`config.mk`:
```
export PLATFORM = sky130hd
export DESIGN_NAME = hazard_scoreboard
export DESIGN_NICKNAME = d
export VERILOG_FILES = /design/src/rtl/hazard_scoreboard.sv
export SDC_FILE = /design/constraint.sdc
export NUM_CORES = 1
export LEC_CHECK = 0
export CORE_ASPECT_RATIO = 0.8
export CORE_MARGIN = 2
export CORE_UTILIZATION = 25
export CTS_CLUSTER_DIAMETER = 100
export CTS_CLUSTER_SIZE = 8
export DETAILED_ROUTE_END_ITERATION = 7
export SYNTH_ARGS = -nofsm -noshare
export SYNTH_HDL_FRONTEND = slang
export SYNTH_SLANG_ARGS = --single-unit
```
`constraint.sdc`:
```
create_clock -name clk -period 4.7 [get_ports clk]
set_input_delay 1.175 -clock clk [delete_from_list [all_inputs] [get_ports clk]]
set_output_delay 1.175 -clock clk [all_outputs]
set_load 0.01 [all_outputs]
```
`src/rtl/hazard_scoreboard.sv`:
```
// Purpose: D-stage hazard detection. It tracks the destination registers of the
//          instructions in stages E..W, and it tracks the mult/div busy window.
// Latency: all outputs are combinational from the current inputs and the
//          registered scoreboard state.
// Backpressure: stall freezes PC/D. While it is high, a bubble enters stage 1
//          and the older entries keep shifting.
// Ports:   clk, reset (sync, active-low); D-stage source/destination
//          descriptors; d_md_use; e_md_start/e_md_is_div; stall,
//          fwd_rs_sel/fwd_rt_sel (0=GRF, k=stage k), md_busy.
module hazard_scoreboard #(
    parameter int NSTAGE   = 3,
    parameter int TW       = 2,
    parameter int MULT_CYC = 5,
    parameter int DIV_CYC  = 10,
    parameter int SW       = $clog2(NSTAGE + 1)
) (
    input  logic          clk,
    input  logic          reset,
    input  logic [4:0]    d_rs_addr,
    input  logic [4:0]    d_rt_addr,
    input  logic          d_rs_use,
    input  logic          d_rt_use,
    input  logic [TW-1:0] d_rs_tuse,
    input  logic [TW-1:0] d_rt_tuse,
    input  logic          d_reg_write,
    input  logic [4:0]    d_dst_addr,
    input  logic [TW-1:0] d_tnew,
    input  logic          d_md_use,
    input  logic          e_md_start,
    input  logic          e_md_is_div,
    output logic          stall,
    output logic [SW-1:0] fwd_rs_sel,
    output logic [SW-1:0] fwd_rt_sel,
    output logic          md_busy
);

    localparam int MD_MAX = (MULT_CYC > DIV_CYC) ? MULT_CYC : DIV_CYC;
    localparam int CW     = $clog2(MD_MAX + 1);

    // Entry k holds the instruction k stages past D (1=E ... NSTAGE=W).
    logic          ent_vld  [1:NSTAGE];
    logic [4:0]    ent_addr [1:NSTAGE];
    logic [TW-1:0] ent_tnew [1:NSTAGE];
    logic [CW-1:0] md_cnt;

    logic rs_hz;
    logic rt_hz;

    // The loop walks from oldest to youngest. The last match wins the select,
    // so the youngest producer decides. If that producer is not ready yet,
    // the select is 0, even when an older stage holds a finished copy.
    always_comb begin
        rs_hz      = 1'b0;
        rt_hz      = 1'b0;
        fwd_rs_sel = '0;
        fwd_rt_sel = '0;
        for (int k = NSTAGE; k >= 1; k--) begin
            if (d_rs_use && ent_vld[k] && (ent_addr[k] == d_rs_addr) && (d_rs_addr != 5'd0)) begin
                if (ent_tnew[k] > d_rs_tuse) rs_hz = 1'b1;
                fwd_rs_sel = (ent_tnew[k] == '0) ? SW'(k) : '0;
            end
            if (d_rt_use && ent_vld[k] && (ent_addr[k] == d_rt_addr) && (d_rt_addr != 5'd0)) begin
                if (ent_tnew[k] > d_rt_tuse) rt_hz = 1'b1;
                fwd_rt_sel = (ent_tnew[k] == '0) ? SW'(k) : '0;
            end
        end
    end

    assign md_busy = e_md_start || (md_cnt != '0);
    assign stall   = rs_hz || rt_hz || (d_md_use && md_busy);

    always_ff @(posedge clk) begin
        if (!reset) begin
            for (int k = 1; k <= NSTAGE; k++) begin
                ent_vld[k]  <= 1'b0;
                ent_addr[k] <= 5'd0;
                ent_tnew[k] <= '0;
            end
            md_cnt <= '0;
        end else begin
            // A stalled D instruction stays in D, so stage 1 receives a bubble.
            ent_vld[1]  <= !stall && d_reg_write && (d_dst_addr != 5'd0);
            ent_addr[1] <= d_dst_addr;
            ent_tnew[1] <= d_tnew;
            for (int k = 2; k <= NSTAGE; k++) begin
                ent_vld[k]  <= ent_vld[k-1];
                ent_addr[k] <= ent_addr[k-1];
                ent_tnew[k] <= (ent_tnew[k-1] != '0) ? ent_tnew[k-1] - TW'(1) : '0;
            end
            // A new start always reloads the counter, even mid-operation.
            if (e_md_start)
                md_cnt <= e_md_is_div ? CW'(DIV_CYC) : CW'(MULT_CYC);
            else if (md_cnt != '0)
                md_cnt <= md_cnt - CW'(1);
        end
    end

endmodule
```
## Yosys cells after proc, flatten, opt, wreduce, memory -nomap -nowiden

Memories as Yosys holds them, arrays and structs flattened.
Cells that the tools add are included.

- Bits in writable memories: 24
- Latch bits: 0
- Word-level logic and storage cells: 100
- ROM bits: 0
- Register bits after elaboration: 4
- Memories kept: 3
- Output and inout bits: 6

- Multipliers: 0
- Multiplexer cells: 37
- Reduce and logical (&&, ||, !) cells: 35
- Magnitude comparators: 6
- Shift operators: 0
- Bitwise gates (word level): 9
- Equal/unequal tests: 6
- Div/mod/pow operators: 0
- Add/sub/neg operators: 3

Memories:

| name | depth | width | rd ports | clocked after Yosys merged registers in | write ports | line | source |
|---|---|---|---|---|---|---|---|
| ent_addr | 3 | 5 | 3 | 0 | 3 | 42 | `logic [4:0] ent_addr [1:NSTAGE];` |
| ent_tnew | 3 | 2 | 3 | 0 | 3 | 43 | `logic [TW-1:0] ent_tnew [1:NSTAGE];` |
| ent_vld | 3 | 1 | 3 | 0 | 3 | 41 | `logic ent_vld [1:NSTAGE];` |

Operators with widths:

| cell | number |
|---|---|
| $eq 5x5->1 | 6 |
| $mux 2 | 13 |
| $logic_and 1x1->1 | 21 |
| $mux 1 | 18 |
| $mux 5 | 3 |
| $reduce_bool 5->1 | 3 |
| $gt 2x2->1 | 6 |
| $mux 4 | 3 |
| $or 1x1->1 | 9 |
| $logic_not 2->1 | 3 |
| $reduce_bool 2->1 | 3 |
| $reduce_bool 4->1 | 1 |
| $sub 2x1->2 const B | 2 |
| $sub 4x1->4 const B | 1 |
| $logic_or 1x1->1 | 3 |
| $logic_not 1->1 | 1 |

## Depth between registers and ports, before layout

- Word-level depth: 14
- Depth in mapped cells: 8

## Worst setup path after synthesis

No wires, ideal clock.

- Kind: input-to-output
- Start point: input port d_rt_addr[1]
- End point: output port stall
- Required time: 3.525 ns
- Path buffers: 0
- Data arrival time: 2.415 ns
- Path slack: 1.110 ns
- Cell stages on the path: 5
- Path through: or4_4 -> o21ai_4 -> nor4_1 -> a211o_1 -> nand3b_1

- Word-level cells in the longest chain between the ends: 10

RTL lines:

| what | line | source |
|---|---|---|
| from (decl) | 20 | `input logic [4:0] d_rt_addr,` |
| $eq 5x5->1 | 62 | `if (d_rt_use && ent_vld[k] && (ent_addr[k] == d_rt_addr) && (d_rt_addr != 5'd0)) begin` |
| $logic_and 1x1->1 (2 in a row) | 62 |  |
| $mux 1 | 62 |  |
| $mux 1 | 63 | `if (ent_tnew[k] > d_rt_tuse) rt_hz = 1'b1;` |
| $mux 1 | 62 |  |
| $mux 1 | 63 |  |
| $mux 1 (*) | 62 |  |
| $logic_or 1x1->1 (*) (2 in a row) | 70 | `assign stall = rs_hz \|\| rt_hz \|\| (d_md_use && md_busy);` |
| to (decl) | 31 | `output logic stall,` |

Every way passes the cells marked *; elsewhere a longest branch is shown, timed or not.

## Worst setup path in the final report

- Start point: input port d_rs_addr[2]
- End point: output port stall

- Word-level cells in the longest chain between the ends: 10

RTL lines:

| what | line | source |
|---|---|---|
| from (decl) | 19 | `input logic [4:0] d_rs_addr,` |
| $eq 5x5->1 | 58 | `if (d_rs_use && ent_vld[k] && (ent_addr[k] == d_rs_addr) && (d_rs_addr != 5'd0)) begin` |
| $logic_and 1x1->1 (2 in a row) | 58 |  |
| $mux 1 | 58 |  |
| $mux 1 | 59 | `if (ent_tnew[k] > d_rs_tuse) rs_hz = 1'b1;` |
| $mux 1 | 58 |  |
| $mux 1 | 59 |  |
| $mux 1 (*) | 58 |  |
| $logic_or 1x1->1 (*) (2 in a row) | 70 |  |

Marked as above.

==> impl_metrics.json <==
{
  "outcome": "completed",
  "synth-seq-cells": 28,
  "netlist_top_cells_area": "sky130_fd_sc_hd__dfxtp_1, sky130_fd_sc_hd__xnor2_1, sky130_fd_sc_hd__ha_1",
  "p_per_area_mw_per_mm2": 255,
  "num_antenna_cells": 0,
  "p_total_mw": 0.583,
  "setup-tns-final_ns": 0,
  "final_cell_count_no_fill": 313,
  "grt_setup_unrepaired": "no",
  "holdCritPathClass": "reg2reg",
  "synth_top_area_share": 0.331,
  "post-route-cell-area_sq_mm": 0.00228,
  "drc": 0,
  "hold_violations": 0,
  "final_net_count": 275,
  "postSynth.topFlopCell": "sky130_fd_sc_hd__dfxtp_1",
  "reg2regPathDepth": 7,
  "vias_per_cell": 4.42,
  "worstSetupEndpointType": "output pin",
  "critical_path_peak_fanout": 6,
  "htree_num_levels": 1,
  "worst_hold_path.endpoint": "ent_tnew[0][6]",
  "portBuffers": 34,
  "core_footprint_sq_mm": 0.00647,
  "max-vdd-ir-drop_mv": 0.164,
  "post-route-worst-setup-slack_ns": 0.116,
  "number_of_clock_buffers_inserted_by_tritoncts": 3,
  "synthAdderAreaFrac": 0.118,
  "clkLatencyLatePin_ns": 0.27,
  "drv.max_cap_violation_count": 0,
  "post_synthesis_cell_area_sq_mm": 0.00169,
  "netlist-cell-type-count": 35,
  "worstSetupStartpointType": "primary input",
  "min_delay_path_depth": 1,
  "clock_tree.root_cell": "sky130_fd_sc_hd__clkbuf_8",
  "postSynthCellCount": 185,
  "post_synth_and_or_nand_nor_area_fraction": 0.233,
  "clk_sink_count": 28,
  "placed_cells_incl_taps": 309,
  "rows": 26,
  "fin_crit_sh": 0.975,
  "cts_buffer_depth": 2,
  "avg_wl_per_cell_microns": 12.3,
  "synth-compound-area-share": 0.103,
  "pin_count": 35,
  "final.hold.worst_slack_ns": 0.426,
  "final_period_minus_worst_setup_slack_ns": 4.58,
  "worst_path_largest_cell_delay_ns": 0.55,
  "place_area_sq_mm": 0.00219,
  "critical_path.top_delay_family": "buffers and inverters",
  "criticalPathCategory": "in2out",
  "yosys.cell_count.top_type": "sky130_fd_sc_hd__dfxtp_1",
  "global_route_usage_sum": 0.111,
  "antenna_violation_net_count_after_detailed_routing": 0,
  "synthXorXnorAreaFrac": 0.166,
  "globalplace.congestion": 0.893,
  "critical_path_required_ns": 3.52,
  "rr_endpoint": "ent_vld[0][1]",
  "synth_top_family_by_area": "simple AND/OR/NAND/NOR gates",
  "die_height_microns": 77.6,
  "routed-via-count": 1384,
  "worstHoldStart": "ent_tnew[0][4]",
  "max_freq_mhz": 218,
  "count_of_buffering_cells_on_the_critical_path_with_inverters_included": 2,
  "grt_pass1_wl_microns": 6490,
  "dr.first_iter.drc_count": 65,
  "ys_top_cells_by_count": "sky130_fd_sc_hd__dfxtp_1, sky130_fd_sc_hd__xnor2_1, sky130_fd_sc_hd__and2_1, sky130_fd_sc_hd__ha_1, sky130_fd_sc_hd__inv_1",
  "synthToLayoutAreaGrowth_pct": 34.8,
  "cpMostUsedCell": "sky130_fd_sc_hd__clkdlybuf4s50_1",
  "static-leakage-power_nw": 0.906,
  "synthesis.yosys.warnings": 0,
  "cts_tree": "done",
  "final_layout_size_suffix_gt1_frac": 0.0917,
  "slew_headroom": 0.554,
  "finish.utilization": 0.353,
  "worst-r2r-setup-slack_ns": 2.93,
  "max_slew.worst_pin.slew_ns": 0.667,
  "die_area_sq_mm": 0.00745,
  "antenna_violations_before_repair": 0,
  "mapped_nets": 230,
  "synth.yosys.seq_area_share": 0.331,
  "path_clk_slew_ns": 0.10,
  "floorplan.die.width_microns": 96,
  "post-dp-hpwl_microns": 3310,
  "start_util": 0.261,
  "reg_to_reg_start": "md_cnt[0]",
  "synth-async-reset-ratio": 0,
  "first_global_vias": 1392,
  "globalRouteOverflowTotal": 0,
  "hold_buffers": 0,
  "critical_path.cell_chain": "clkdlybuf4s50_1, or4_4, o21ai_4, nor4_1, a211o_1, nand3b_1, clkdlybuf4s50_1",
  "cts.repair_timing.setup_buffer_count": 0,
  "finalMaxSlewViolations": 0,
  "finalWirelength_microns": 3860,
  "synthesis.area_per_instance_sq_um": 9.15,
  "number_of_enable_flip_flop_cells_after_synthesis": 0,
  "grt_max_degree": 26,
  "synth.mux.area_fraction": 0.0118,
  "timing.final.setup_violations": 0,
  "slowest_stage": "sky130_fd_sc_hd__or4_4",
  "setup_slack_at_placement_ns": 0.0141,
  "number_of_iterations_in_the_first_detailed_routing_pass": 4,
  "final.setup_skew_ns": 0.00569,
  "crit_arrival_ns": 3.41,
  "synth_area_leader_cell": "sky130_fd_sc_hd__dfxtp_1"
}
## cell usage in the layout, fill, tap and decap left out, drive strengths merged
master         instances
and2                  19
inv                   14
nor2b                  2
a211o                  1
or2                    2
o21ai                  4
mux2i                  2
nand2                 10
ha                    16
xor2                   6
dlygate4sd2            1
dlymetal6s2s           2
bufinv                 1
clkdlybuf4s50         31
nor3                   4
or4b                   1
nand3                  1
xnor2                 26
nor2                   6
buf                    9
a21o                   1
nor4                   5
clkbuf                 3
o41ai                  1
a311oi                 1
a22oi                  1
nand3b                 1
o2111a                 2
a21oi                 10
o31ai                  1
dfxtp                 28
o311a                  1
nand4                  6
and4b                  1
or3                    1
or4                    3
nand2b                 4
nor3b                  1
## cell families after synthesis
kind of cell | after synthesis
AO/OA/AOI/OAI | 23
XOR/XNOR | 32
adder cells (fa/ha/maj) | 16
buffers and inverters | 17
flip-flops | 28
multiplexers | 2
AND/OR/NAND/NOR | 67
## metal layers
| layer | routed length, microns | global-route usage | vias up |
|---|---|---|---|
| met5 | 0 | 0 | - |
| met4 | 12 | 0.0171 | 0 |
| met3 | 191 | 0.0165 | 2 |
| met2 | 1650 | 0.164 | 31 |
| met1 | 2000 | 0.170 | 628 |
| li1 | - | - | 723 |
## worst max path at each step
stage / cells after the start / slack [ns] / to / startpoint
after global routing: 8 / 0.02 / stall / d_rs_addr[4]
after global placement: 7 / 0.04 / stall / d_rt_addr[1]
after detailed placement: 7 / 0.01 / stall / d_rt_addr[1]
after CTS: 7 / 0.02 / stall / d_rt_addr[2]
after floorplan: 5 / 1.11 / stall / d_rt_addr[1]
final: 7 / 0.12 / stall / d_rs_addr[2]
## registers in the layout, summed over array words and instances, names as in the netlist
name	flops
md_cnt	4
ent_tnew	6
ent_vld	3
ent_addr	15
## where the power goes
part           internal (mW)  switching, mW
Combinational         0.0742         0.0591
Clock                  0.114         0.0711
Sequential             0.252         0.0131
Total                  0.440          0.143
## timing repair
item / 4_1_cts / 5_1_grt
pin swaps: 0 / 0
setup endpoints to repair: 1 / 4
resized for setup: 1 / 4
## layout make-up
class	instances	area, sq um
tap	84	105
fill	659	4190
clock buffer	3	41.3
timing repair buffer	43	412
multi-input combinational	140	1080
sequential	28	561
clock inverter	1	30.0
inverter	14	52.6
(Power assumes the default switching activity.)
